==> src/rtl/iob_eth_pkg.sv <==
// Shared definitions for the Ethernet IOb glue: bridge FSM encodings and the
// timeout terminal-count helper.
// Latency: n/a (package). Backpressure: n/a (package).
package iob_eth_pkg;

    typedef enum logic [2:0] {
        ST_IDLE  = 3'd0,
        ST_REQ   = 3'd1,
        ST_ACK   = 3'd2,
        ST_DRAIN = 3'd3,
        ST_ERR   = 3'd4
    } wbm2iob_state_t;

    // Terminal count of a w-bit timeout counter: all ones.
    function automatic int timeout_tc(input int w);
        return (1 << w) - 1;
    endfunction

endpackage

==> src/rtl/iob_reg.sv <==
// Generic register with synchronous active-high reset and load enable.
// Latency: 1 cycle from d to q when en is high.
// Backpressure: none; holds q while en is low.
module iob_reg #(
    parameter int              DATA_W  = 1,
    parameter logic [DATA_W-1:0] RST_VAL = '0
) (
    input  logic              clk,
    input  logic              rst,
    input  logic              en,
    input  logic [DATA_W-1:0] d,
    output logic [DATA_W-1:0] q
);

    always_ff @(posedge clk) begin
        if (rst) begin
            q <= RST_VAL;
        end else if (en) begin
            q <= d;
        end
    end

endmodule

==> src/rtl/iob_eth_wbm2iob.sv <==
// Wishbone slave to IOb master bridge for the MAC DMA port, one transfer at a time.
// Latency: stb to ack is 3 cycles minimum (capture, IOb request, ack).
// Backpressure: wb_ack_o withheld until m_ready_i; IOb requests are never aborted.
//
// Ports: Wishbone slave side (wb_*), IOb master side (m_*), clk/rst synchronous.
// Optional feature: define ETH_WBM2IOB_TIMEOUT_EN to enable a TIMEOUT_W-bit
// request timeout that ends a stalled transfer with a one-cycle wb_err_o.
module iob_eth_wbm2iob
    import iob_eth_pkg::*;
#(
    parameter int ADDR_W    = 32,
    parameter int DATA_W    = 32,
    parameter int TIMEOUT_W = 8
) (
    input  logic                clk,
    input  logic                rst,
    input  logic [31:0]         wb_adr_i,
    input  logic [DATA_W/8-1:0] wb_sel_i,
    input  logic                wb_we_i,
    input  logic [DATA_W-1:0]   wb_dat_i,
    output logic [DATA_W-1:0]   wb_dat_o,
    input  logic                wb_cyc_i,
    input  logic                wb_stb_i,
    output logic                wb_ack_o,
    output logic                wb_err_o,
    output logic                m_valid_o,
    output logic [ADDR_W-1:0]   m_address_o,
    output logic [DATA_W-1:0]   m_wdata_o,
    output logic [DATA_W/8-1:0] m_wstrb_o,
    input  logic [DATA_W-1:0]   m_rdata_i,
    input  logic                m_ready_i
);

    localparam int STRB_W = DATA_W / 8;

    wbm2iob_state_t state_q, state_d;

    logic              new_req;
    logic              rd_capture;
    logic [STRB_W-1:0] strb_d;

    assign new_req = (state_q == ST_IDLE) && wb_cyc_i && wb_stb_i;
    assign strb_d  = wb_we_i ? wb_sel_i : '0;
    // Read data is only taken when the cycle is still alive and it was a read;
    // writes and abandoned (drained) cycles leave wb_dat_o untouched.
    assign rd_capture = (state_q == ST_REQ) && m_ready_i && wb_cyc_i
                        && (m_wstrb_o == '0);

    iob_reg #(.DATA_W(ADDR_W)) u_adr_reg (
        .clk(clk), .rst(rst), .en(new_req),
        .d(wb_adr_i[ADDR_W-1:0]), .q(m_address_o)
    );

    iob_reg #(.DATA_W(DATA_W)) u_wdata_reg (
        .clk(clk), .rst(rst), .en(new_req), .d(wb_dat_i), .q(m_wdata_o)
    );

    iob_reg #(.DATA_W(STRB_W)) u_wstrb_reg (
        .clk(clk), .rst(rst), .en(new_req), .d(strb_d), .q(m_wstrb_o)
    );

    iob_reg #(.DATA_W(DATA_W)) u_rdata_reg (
        .clk(clk), .rst(rst), .en(rd_capture), .d(m_rdata_i), .q(wb_dat_o)
    );

`ifdef ETH_WBM2IOB_TIMEOUT_EN
    localparam logic [TIMEOUT_W-1:0] TO_TC = TIMEOUT_W'(timeout_tc(TIMEOUT_W));

    logic [TIMEOUT_W-1:0] to_cnt;
    logic                 to_hit;

    // Counter equals the index of the current REQ cycle (0 on entry).
    always_ff @(posedge clk) begin
        if (rst) begin
            to_cnt <= '0;
        end else if (new_req) begin
            to_cnt <= '0;
        end else if ((state_q == ST_REQ) && !m_ready_i) begin
            to_cnt <= to_cnt + 1'b1;
        end
    end

    assign to_hit = (state_q == ST_REQ) && (to_cnt == TO_TC);
`endif

    always_ff @(posedge clk) begin
        if (rst) begin
            state_q <= ST_IDLE;
        end else begin
            state_q <= state_d;
        end
    end

    always_comb begin
        state_d   = state_q;
        m_valid_o = 1'b0;
        wb_ack_o  = 1'b0;
        wb_err_o  = 1'b0;
        case (state_q)
            ST_IDLE: begin
                if (new_req) state_d = ST_REQ;
            end
            ST_REQ: begin
                m_valid_o = 1'b1;
                // Completion beats a dropped cycle or a timeout in the same cycle.
                if (m_ready_i) begin
                    state_d = wb_cyc_i ? ST_ACK : ST_IDLE;
                end else if (!wb_cyc_i) begin
                    state_d = ST_DRAIN;
`ifdef ETH_WBM2IOB_TIMEOUT_EN
                end else if (to_hit) begin
                    state_d = ST_ERR;
`endif
                end
            end
            ST_ACK: begin
                wb_ack_o = 1'b1;
                state_d  = ST_IDLE;
            end
            ST_DRAIN: begin
                m_valid_o = 1'b1;
                if (m_ready_i) state_d = ST_IDLE;
            end
`ifdef ETH_WBM2IOB_TIMEOUT_EN
            ST_ERR: begin
                wb_err_o = 1'b1;
                state_d  = ST_IDLE;
            end
`endif
            default: state_d = ST_IDLE;
        endcase
    end

endmodule

==> config.mk <==
export PLATFORM = sky130hd
export DESIGN_NAME = iob_eth_wbm2iob
export DESIGN_NICKNAME = d
export VERILOG_FILES = /design/src/rtl/iob_eth_pkg.sv /design/src/rtl/iob_reg.sv /design/src/rtl/iob_eth_wbm2iob.sv
export SDC_FILE = /design/constraint.sdc
export NUM_CORES = 1
export LEC_CHECK = 0
export CORE_AREA = 2 2 101 103
export CTS_CLUSTER_DIAMETER = 50
export DETAILED_ROUTE_END_ITERATION = 6
export DIE_AREA = 0 0 103 105
export PLACE_DENSITY = 0.94
export SYNTH_ARGS = -nofsm -noshare
export SYNTH_HDL_FRONTEND = slang
export SYNTH_SLANG_ARGS = --single-unit
==> constraint.sdc <==
create_clock -name clk -period 2.2 [get_ports clk]
set_clock_uncertainty 0.05 [all_clocks]
set_input_delay 0.44 -clock clk [delete_from_list [all_inputs] [get_ports clk]]
set_output_delay 0.44 -clock clk [all_outputs]
set_load 0.005 [all_outputs]
### Word-level counts from Yosys, hierarchy flattened

Cells that the tools add are included.
W data, S select, Z words.

* reduce and logical (&&, ||, !) cells: 9
* muxes and demuxes: 9
* bitwise logic cells: 0
* multiply operators: 0
* shifts and indexed selects: 0
* div/mod/pow operators: 0
* add/sub/neg operators: 0
* magnitude comparators: 0
* eq/ne operators: 6

Operators with widths (number)
* $mux W3: 4
* $pmux W3 S3: 1
* $eq A3 B2 Y1 const B: 2
* $logic_and A1 B1 Y1: 5
* $logic_not A4 Y1: 1
* $mux W4: 1
* $ne A2 B2 Y1 const B: 2
* $eq A3 B1 Y1 const B: 1
* $logic_not A3 Y1: 1
* $ne A3 B3 Y1 const B: 1
* $reduce_and A3 Y1: 1
* $mux W1: 2
* $mux W2: 1
* $reduce_or A2 Y1: 1

* memories kept: 0
* latch bits: 0
* ROM bits: 0
* input bits: 106
* RAM bits: 0
* word-level logic and storage cells: 29
* flip-flop bits (word level): 103
* output and inout bits: 103

### Longest topological paths before layout

* word-level depth: 5
* gate-level depth with buffers: 6
* depth with buffers taken out: 3

### Modules after synthesis

Synthesis repeated with hierarchy kept, for this count alone.

* cells, all modules: 340
* area, all modules: 3789.9 µm²

By module, submodules not included
* iob_reg at u_adr_reg ...: instances 3, cells each 103, area each 1163.6 µm², sequential area each 640.6 µm²
* iob_eth_wbm2iob: instances 1, cells each 18, area each 158.9 µm², sequential area each 40.0 µm²
* iob_reg at u_wstrb_reg: instances 1, cells each 13, area each 140.1 µm², sequential area each 80.1 µm²

### Worst setup path after synthesis

Ideal clock, no wire load.

* path kind: input to register
* start: input wb_cyc_i
* end: register u_rdata_reg.q[10]
* slack: 0.838 ns
* data required time: 2.078 ns
* buffers on the path: 2
* data arrival time: 1.240 ns
* cell stages on the path: 5
* setup time: 0.072 ns
* path through: nor2b_1 > and4b_1 > buf_6 > buf_12 > mux2i_1

* cells in the longest elaborated chain, start to end: 2

Ends and longest elaborated chain
* start, declared: RTL line iob_eth_wbm2iob.sv:22 `input logic wb_cyc_i,`
* $logic_and A1 B1 Y1: RTL line iob_eth_wbm2iob.sv:46 `assign rd_capture = (state_q == ST_REQ) && m_ready_i && wb_cyc_i`
* $logic_and A1 B1 Y1: RTL line iob_eth_wbm2iob.sv:47 `&& (m_wstrb_o == '0);`
* end signal, assigned: RTL line iob_reg.sv:17 `q <= RST_VAL;`
* end signal, assigned: RTL line iob_reg.sv:19 `q <= d;`
* end, declared: RTL line iob_reg.sv:12 `output logic [DATA_W-1:0] q`

Every way passes these cells.
A chain may end at the register's enable or synchronous reset.

### Final worst setup path

* start: register state_q[0]
* end: output wb_ack_o

* cells in the longest elaborated chain, start to end: 2

Ends and longest elaborated chain
* start, declared: RTL line iob_eth_wbm2iob.sv:36 `wbm2iob_state_t state_q, state_d;`
* start signal, assigned: RTL line iob_eth_wbm2iob.sv:90 `state_q <= state_d;`
* $eq A3 B2 Y1: RTL line iob_eth_wbm2iob.sv:99 `case (state_q)`
* $mux W1: RTL line iob_eth_wbm2iob.sv:99
* end, declared: RTL line iob_eth_wbm2iob.sv:24 `output logic wb_ack_o,`

Every way passes these cells.

==> summary.md <==
| Metric | Value |
|---|---|
| Pwr dens | `604 nW/µm²` |
| Area after DPL | `6050 µm²` |
| H-tree depth | `3` |
| Flops & latches, synth | `102` |
| Sequential element share of the synthesized area | `0.515` |
| Die Area | `10800 µm²` |
| Syn Inst Count | `450` |
| Setup CP Type | `flop to output port` |
| Synth Area in Adders | `0` |
| Unrepaired setup endpoints after global routing | `false` |
| Cell Area, Synth | `3960 µm²` |
| Worst slew pin tran | `502 ps` |
| Final Non-Filler Cells | `774` |
| Post-CTS sizing | `0` |
| Die X | `103 µm` |
| Fill cell count | `773` |
| Starting Density | `0.411` |
| Clock root buffer | `clkbuf_8` |
| HP Class | `flop to flop` |
| # setup viols final | `0` |
| Final Util | `0.650` |
| Fin Setup TNS | `0 ps` |
| Gr usage total | `0.192` |
| # diodes | `0` |
| CTS tree | `done` |
| Total placed cells including tap cells | `759` |
| GRT overflow | `0` |
| Final period util | `0.873` |
| Combinational family with the most area after synthesis | `simple AND/OR/NAND/NOR gates` |
| IO buf count | `207` |
| Grt met1 use | `0.211` |
| Hold buffer count at CTS | `0` |
| Post-synthesis xor/xnor area fraction | `0.00221` |
| Drt initial violations | `77` |
| Antenna viol nets, final | `0` |
| Total number of vias | `3680` |
| Layout cells sized above 1 | `0.0390` |
| Max-slew violations | `0` |
| CP max FO | `7` |
| Peak supply drop | `0.000355 V` |
| DP Worst Slack | `55.9 ps` |
| Worst path arrival time | `1430 ps` |
| Met2 Track Usage GR | `0.330` |
| HPWL after DPL | `8.12 mm` |
| Met3 usage | `0.0742` |
| Detailed Route WL | `10.9 mm` |
| Max Cap Viol | `0` |
| Clock buffer depth | `2` |
| CORE AREA | `9640 µm²` |
| Chip Height | `105 µm` |
| Layout net count | `743` |
| Final min period | `1920 ps` |
| Area Growth Syn to Fin | `58.1%` |
| Post-CTS setup buffer count | `0` |
| CP required | `1710 ps` |
| Largest net degree at the start of global routing | `73` |
| # rows | `36` |
| I/O pin total | `209` |
| Warnings from Yosys | `0` |
| Worst slew margin | `0.665` |
| Syn_nets | `556` |
| CTS clk-pin slew, worst paths | `100 ps` |
| F_max | `521 MHz` |
| Status | `finished, final reports clean` |
| Initial antenna violation count | `0` |
| Worst setup EP type | `output port` |
| Vias per cell | `4.75` |
| CTS Sinks | `102` |
| Num CTS Buffers | `9` |
| Wire per inst | `14.0 µm` |
| DRC Markers | `0` |
| Global-route wire length before repair | `16.7 mm` |
| Final Hold Fails | `0` |
| CP Launch Type | `flop` |
| Final WS setup | `280 ps` |
| Final GP Congestion | `0.750` |
| Avg Inst Size Synth | `8.80 µm²` |
| Leakage | `2.17 nW` |
| Finished Cell Area | `6260 µm²` |
| Fraction of synthesized area in multiplexers | `0.0809` |
| Drt pass-1 iters | `4` |
| Synth Area in Compound Gates | `0.0872` |
| Yosys cell types | `21` |
| Clk Latency, worst-skew pair | `350 ps` |
| Vias in the first global route | `3572` |
| Simple-gate share of the synthesized area | `0.251` |
| Busiest layer in global routing | `met2` |
sequential cells by signal, indices dropped and copies added (netlist names):
register,flops
state_q,2
u_wstrb_reg.q,4
u_adr_reg.q,32
u_rdata_reg.q,32
u_wdata_reg.q,32
layout by cell type (no fill, tap or decap):
cell type	instances
a21oi_1	69
and2b_1	1
and4b_2	1
and4bb_2	1
buf_12	3
buf_4	4
bufinv_16	2
clkbuf_1	1
clkbuf_8	9
clkdlybuf4s50_1	206
clkinvlp_4	2
conb_1	1
dfxtp_1	102
inv_6	1
mux2i_1	32
nand2_1	132
nand2b_1	64
nand3_1	4
nand4bb_4	1
nor2b_1	1
nor3b_1	1
nor4b_2	1
or2b_1	1
xor2_1	1
power breakdown:
part | switching (W) | total, W | leakage [nW] | internal [W]
Combinational | 0.000204 | 0.000563 | 1.24 | 0.000359
Clock | 0.000630 | 0.00127 | 0.0990 | 0.000640
Sequential | 0.0000373 | 0.00195 | 0.829 | 0.00191
worst paths after layout:
path	cells past startpoint	slack, ps	to	start
worst min register to register	2	410	u_adr_reg.q[6]	u_adr_reg.q[6]
worst max register to register	4	600	u_rdata_reg.q[6]	state_q[0]
worst min-delay path	2	410	u_adr_reg.q[6]	u_adr_reg.q[6]
worst max-delay path	2	280	wb_ack_o	state_q[0]
worst max-delay path, stage by stage (launching register included):
cell,delay (ps)
dfxtp_1,370
and2b_1,210
clkdlybuf4s50_1,500
area by class of cell:
type / count / area, µm² / share of cell area
Clock buffer: 10 / 128 / 0.0204
Clock inverter: 5 / 83.8 / 0.0134
Multi-Input combinational cell: 311 / 1690 / 0.270
Sequential cell: 102 / 2040 / 0.326
Tap cell: 133 / 166 / 0.0266
Timing Repair Buffer: 213 / 2150 / 0.344
metrics by stage:
step | hold slack, ps | total power (W)
global placement | 391 | 0.00254
finish | 408 | 0.00378
CTS | 410 | 0.00383
global route | 424 | 0.00394
floorplan | 403 | 0.00220
detailed placement | 397 | 0.00256
layer usage:
layer / share of wire / wire (µm)
met2: 0.48 / 5160
met5: 0 / 0
met3: 0.11 / 1230
met4: 0.018 / 199
met1: 0.39 / 4270
kinds of logic (layout without fill, tap and decap cells):
| logic type | Yosys count | count (layout) |
|---|---|---|
| xor gates and xnor gates | 1 | 1 |
| muxes | 32 | 32 |
| other | 1 | 1 |
| and+or+nand+nor | 208 | 208 |
| DFF | 102 | 102 |
| buffers and inverters | 37 | 228 |
| AOI/OAI and AO/OA | 69 | 69 |
cells in the mapped netlist:
library cell	instances	area (µm²)
a21oi_1	69	345
and2b_1	1	7.51
and4b_1	1	10.0
and4bb_2	1	12.5
buf_12	3	60.1
buf_2	15	75.1
buf_4	1	7.51
buf_6	5	56.3
clkbuf_1	13	48.8
conb_1	1	3.75
dfxtp_1	102	2040
mux2i_1	32	320
nand2_1	132	495
nand2b_1	64	400
nand3_1	4	20.0
nand4bb_1	1	11.3
nor2b_1	1	6.26
nor3b_1	1	7.51
nor4b_2	1	15.0
or2b_1	1	7.51
xor2_1	1	8.76
No activity file was read; power rests on OpenSTA's default activity.
==> patch 1 (same flow settings) <==
Re-encode `wbm2iob_state_t` (5 states) as Gray code, 3 bits wide.
--- a/src/rtl/iob_eth_pkg.sv
+++ b/src/rtl/iob_eth_pkg.sv
@@ -4,11 +4,11 @@
 package iob_eth_pkg;
 
     typedef enum logic [2:0] {
-        ST_IDLE  = 3'd0,
-        ST_REQ   = 3'd1,
-        ST_ACK   = 3'd2,
-        ST_DRAIN = 3'd3,
-        ST_ERR   = 3'd4
+        ST_IDLE  = 3'b000,
+        ST_REQ   = 3'b001,
+        ST_ACK   = 3'b011,
+        ST_DRAIN = 3'b010,
+        ST_ERR   = 3'b110
     } wbm2iob_state_t;
 
     // Terminal count of a w-bit timeout counter: all ones.
Formal check against the unedited RTL: same outputs for any inputs over 10 cycles, from zero or initial values and one cycle with rst high; not proved beyond that.
==> patch 1 against the unedited design <==
First-iteration DRC count rose by 110%; power rose by 12%; final area fell by 2.5%; setup slack got worse by 0.20 ns; maximum frequency fell by 9.4%; combinational power rose by 83%; area after synthesis fell by 4.5%; routed wire length rose by 8.1%; sequential cell count did not move; largest cell class unchanged; largest power group unchanged.
==> patch 1: results (changes against the unedited design) <==
Global routing
  – Largest net degree at the start of global routing: 69 (-5.5%)
  – Initial antenna violation count: 0 (unchanged)
  – First-pass GRT wire length: 18600 um (+11%)
  – Total track usage: 21.3% (+2.1 points)

Logic synthesis
  – Synth top cells by count: nand2_1, dfxtp_1, a21oi_1
  – Seq/Total Area, Yosys: 54.0% (+2.4 points)
  – Synth unique cells: 26 (+24%)
  – Yosys Warn Count: 0 (unchanged)
  – Synthesized Nets: 575 (+3.4%)
  – FFs w/ async S/R, synth: 0% (unchanged)
  – Largest cells by area after synthesis: dfxtp_1, nand2_1, a21oi_1

Worst setup path
  – R2R Setup Slk: 0.62 ns (+0.02 ns)
  – Worst-path fanout max: 3 (-4)
  – R2r startpoint: state_q[0]
  – Reg2reg end: u_wdata_reg.q[1]
  – Cells on worst reg2reg path: 6 (+2)

Clock tree
  – Clock root buffer: clkbuf_8
  – CTS buffer count: 9 (unchanged)
  – Clock Path Buffers: 2 (unchanged)
  – Clock slew at reported path FFs: about 0.09 ns
  – H-Tree Depth: 3 (unchanged)
  – Post_cts resized: 0 (unchanged)
  – Skew-Pair Late Insertion Delay: 0.35 ns (about the same)
  – Post-CTS Setup Bufs: 0 (unchanged)

Pwr
  – Pleak: 2.11 nW (-2.9%)
  – Switching component of the power: 1.14 mW (+31%)
  – Worst VDD drop: 0.340 mV (-4.3%)

Min path
  – Worst hold stages: 2 (unchanged)
  – Worst hold path class: reg2reg
  – WHS Endpoint: u_wdata_reg.q[25]
  – Hold Startpoint: u_wdata_reg.q[25]

Detailed routing
  – Vias: 3963 (+7.7%)
  – 1st-pass router iterations: 4 (unchanged)
  – WL/cell: 14.9 um (+6.2%)
  – DR iter-0 viols: 159 (+110%)

Placed design
  – Pre-CTS WS: 0.190 ns (+0.134 ns)
  – Final GP Congestion: 0.773 (+3.0%)
  – Buffers on Ports: 207 (unchanged)
  – Dpl hpwl: 8570 um (+5.5%)
  – Placed Area: 0.00592 mm^2 (-2.2%)

Cells and area
  – Antenna Diode Count: 0 (unchanged)
  – Final Net Count: 761 (+2.4%)
  – Biggest regs: u_adr_reg.q: 32 flops, u_rdata_reg.q: 32 flops, u_wdata_reg.q: 32 flops
  – Fraction of layout cells with a size suffix above 1: 4.43% (+0.53 points)

Outcome
  – Status: complete, no violations
==> patch 1: metrics by stage <==
step	hold WS, ns	std cells
final	0.408	788
after global routing	0.419	788
after CTS	0.409	788
after detailed placement	0.396	773
after global placement	0.391	773
after floorplan	0.403	465
==> patch 1: kinds of logic (layout without fill, tap and decap cells) <==
logic type | count (synthesis) | in the layout | synth area share (%)
AND/OR/NAND/NOR | 176 | 176 | 19.3
other | 1 | 1 | 0.0991
adder cells (fa/ha/maj) | 4 | 4 | 1.32
flip-flops | 102 | 102 | 54.0
multiplexers | 1 | 1 | 0.264
buffers and inverters | 44 | 234 | 6.35
AO/OA/AOI/OAI | 137 | 137 | 18.7
==> patch 1: power groups by stage <==
stage                     combinational, mW  sequential (mW)  clock, mW
after global routing                   1.12             2.08       1.23
after CTS                              1.04             2.07       1.16
after floorplan                       0.451             2.11          0
after global placement                0.997             2.10          0
final                                  1.03             2.07       1.13
after detailed placement               1.03             2.11          0
==> patch 1: routing by layer <==
layer	global-route usage [%]	up-vias	wire length, um
li1	-	1916	-
met4	9.49	0	361
met5	0	-	0
met2	36.0	165	5950
met1	24.0	1841	4510
met3	7.02	41	904
==> patch 1: final cells by class <==
cell class,instances,area (um^2)
Fill cell,798,3540
Timing Repair Buffer,215,2180
Sequential cell,102,2040
Multi-Input combinational cell,319,1510
Clock buffer,15,186
Tap cell,133,166
Inverter,4,15.0
==> patch 1: worst max path at each step <==
stage,from,end,slack (ns),cells past startpoint
floorplan,state_q[0],u_wdata_reg.q[17],0.76,8
global placement,wb_cyc_i,u_adr_reg.q[20],0.29,5
detailed placement,wb_cyc_i,u_adr_reg.q[20],0.19,5
CTS,state_q[0],m_valid_o,0.06,3
global route,state_q[0],m_valid_o,0.02,3
finish,state_q[0],m_valid_o,0.08,3
==> patch 1: worst max-delay path, cell delays in order (launching register included) <==
cell             delay [ns]
dfxtp_1                0.37
inv_1                  0.09
ha_1                   0.29
clkdlybuf4s50_1        0.52
==> patch 2 (config.mk and constraints unchanged) <==
Without the edit above. Add a define of `ETH_WBM2IOB_TIMEOUT_EN`.
--- a/src/rtl/iob_eth_wbm2iob.sv
+++ b/src/rtl/iob_eth_wbm2iob.sv
@@ -5,6 +5,8 @@
 // Ports: Wishbone slave side (wb_*), IOb master side (m_*), clk/rst synchronous.
 // Optional feature: define ETH_WBM2IOB_TIMEOUT_EN to enable a TIMEOUT_W-bit
 // request timeout that ends a stalled transfer with a one-cycle wb_err_o.
+`define ETH_WBM2IOB_TIMEOUT_EN
+
 module iob_eth_wbm2iob
     import iob_eth_pkg::*;
 #(
Formal check against the unedited RTL: no difference found for any inputs over 10 cycles, from zero or initial values and one cycle with rst high; that may be too few to reach the edited logic, so the function may still have changed.
==> patch 2 against the unedited design <==
Clock power hardly changed; critical path type unchanged; final cell count is 7.8% higher; register-to-register slack worse by 0.10 ns; sequential power increased by 9%; routed wire length rose by 10%; maximum frequency decreased by 7.8%; power is 6.3% higher; sequential cell count increased by 9; area after synthesis rose by 2.4%; hold slack better by 0.0013 ns; global-route usage rose by 2.4 points; critical endpoint is now m_valid_o; setup slack lost 0.16 ns; final area increased by 3.4%.
==> patch 2: results (changes against the unedited design) <==
Outcome
  – Status: complete, no violations

Cells and area
  – Final Net Count: 805 (+8.3%)
  – Antenna Diode Count: 0 (unchanged)
  – Fraction of layout cells with a size suffix above 1: 4.42% (+0.52 points)
  – Finished Layout Cells: 834 (+7.8%)
  – Biggest regs: u_adr_reg.q: 32 flops, u_rdata_reg.q: 32 flops, u_wdata_reg.q: 32 flops

Global routing
  – Initial antenna violation count: 0 (unchanged)
  – Total track usage: 21.6% (+2.4 points)
  – Largest net degree at the start of global routing: 57 (-22%)
  – First-pass GRT wire length: 18800 um (+13%)
  – Number of global-route vias before repair: 4103 (+15%)

Min path
  – Worst hold path class: reg2reg

STA
  – Final Hold Viols: 0 (unchanged)
  – Slew @ Worst Pin: 0.555 ns (+0.0528 ns)

Placed design
  – Pre-CTS WS: 0.166 ns (+0.110 ns)
  – Dpl hpwl: 9010 um (+11%)
  – Placed Area: 0.00626 mm^2 (+3.5%)
  – Buffers on Ports: 208 (+0.48%)
  – Final GP Congestion: 0.911 (+21%)
  – Placed insts: 818 (+7.8%)

Logic synthesis
  – FFs w/ async S/R, synth: 0% (unchanged)
  – Seq/Total Area, Yosys: 54.8% (+3.2 points)
  – Synthesized Nets: 614 (+10%)
  – Synth top cells by count: nand2_1, dfxtp_1, a21oi_1
  – Largest cells by area after synthesis: dfxtp_1, nand2_1, a21oi_1
  – Synth unique cells: 31 (+48%)
  – Yosys Warn Count: 0 (unchanged)
  – Syn avg cell area: 8.03 um^2 (-8.8%)

Detailed routing
  – WL final: 12000 um (+10%)
  – DR iter-0 viols: 126 (+64%)
  – 1st-pass router iterations: 4 (unchanged)
  – Routed vias/inst: 4.94 (+3.9%)

Clock tree
  – Clock Path Buffers: 2 (unchanged)
  – CTS buffer count: 9 (unchanged)
  – Skew-Pair Late Insertion Delay: about 0.36 ns
  – H-Tree Depth: 3 (unchanged)
  – Clock slew at reported path FFs: ~0.09 ns
  – Clock root buffer: clkbuf_8

Pwr
  – Worst VDD drop: 0.335 mV (-5.6%)
  – Pleak: 2.28 nW (+5.0%)

Worst setup path
  – Critical Path AT: 1.59 ns (+0.16 ns)
  – Worst-path fanout max: 8 (+1)
[patch 2: cell count changes after synthesis, moves of 4 or more]
cell | unedited run | this run
mux2i_1 | 32 | 1
nor2_1 | 0 | 11
buf_2 | 15 | 9
xor2_1 | 1 | 6
dfxtp_1 | 102 | 111
clkbuf_1 | 13 | 21
a21oi_1 | 69 | 101
buf_4 | 1 | 6
nand2_1 | 132 | 200
buf_6 | 5 | 1
nand4_1 | 0 | 5
nand2b_1 | 64 | 1
[patch 2: path summary, 6_finish.rpt]
path / from / to / slack [ns] / cells past startpoint
setup / recovery: state_q[0] / m_valid_o / 0.12 / 3
hold / removal: u_rdata_reg.q[22] / u_rdata_reg.q[22] / 0.41 / 2
setup reg to reg: state_q[2] / to_cnt[7] / 0.50 / 6
hold reg to reg: u_rdata_reg.q[22] / u_rdata_reg.q[22] / 0.41 / 2
[patch 2: repair_timing]
action / in CTS / in global routing
pin swaps: 0 / 0
resized for setup: 1 / 1
endpoints found under the setup margin: 1 / 1
setup buffers: 0 / 0
hold endpoints to repair: 0 / 0
[patch 2: final cells by class]
cell class / instances / area, um^2
clock buffers: 14 / 173
repair buffers: 217 / 2210
flip-flops and latches: 111 / 2230
fillers: 778 / 3170
clock inverters: 2 / 37.5
well taps: 133 / 166
multi-input cells: 354 / 1650
inverters: 3 / 11.3
[patch 2: stage by stage]
| step | power, mW | hold slack (ns) |
|---|---|---|
| 2_1_floorplan | 2.39 | 0.403 |
| 3_3_place_gp | 2.78 | 0.391 |
| 3_5_place_dp | 2.80 | 0.397 |
| 4_1_cts | 4.06 | 0.410 |
| 5_1_grt | 4.20 | 0.427 |
| 6_report | 4.02 | 0.409 |
[patch 2: power breakdown]
group | internal [mW] | switching [mW] | total, mW | leakage (nW)
combinational | 0.377 | 0.244 | 0.621 | 1.27
clock | 0.623 | 0.644 | 1.27 | 0.103
sequential | 2.09 | 0.0456 | 2.13 | 0.903
total | 3.09 | 0.934 | 4.02 | 2.28
[patch 2: per-layer routing]
layer / up-vias / wire (um) / track usage (%)
li1: 2018 / - / -
met1: 1911 / 4460 / 23.8
met2: 158 / 6240 / 37.8
met3: 33 / 907 / 5.22
met4: 0 / 381 / 11.1
met5: - / 0 / 0
[patch 2: logic make-up (layout without fill, tap and decap cells)]
group / after synthesis / count (layout) / synth area share (%)
flip-flops: 111 / 111 / 54.8
XOR/XNOR: 7 / 7 / 1.51
AO/OA/AOI/OAI: 106 / 106 / 13.4
buffers and inverters: 40 / 236 / 4.72
AND/OR/NAND/NOR: 237 / 237 / 24.4
adder cells (fa/ha/maj): 3 / 3 / 0.925
multiplexers: 1 / 1 / 0.247
[patch 2: worst max-delay path, cell delays in order, from the launching register on]
cell and delay (ns):
dfxtp_1 0.50, inv_1 0.11, nor2_1 0.11, clkdlybuf4s50_1 0.52
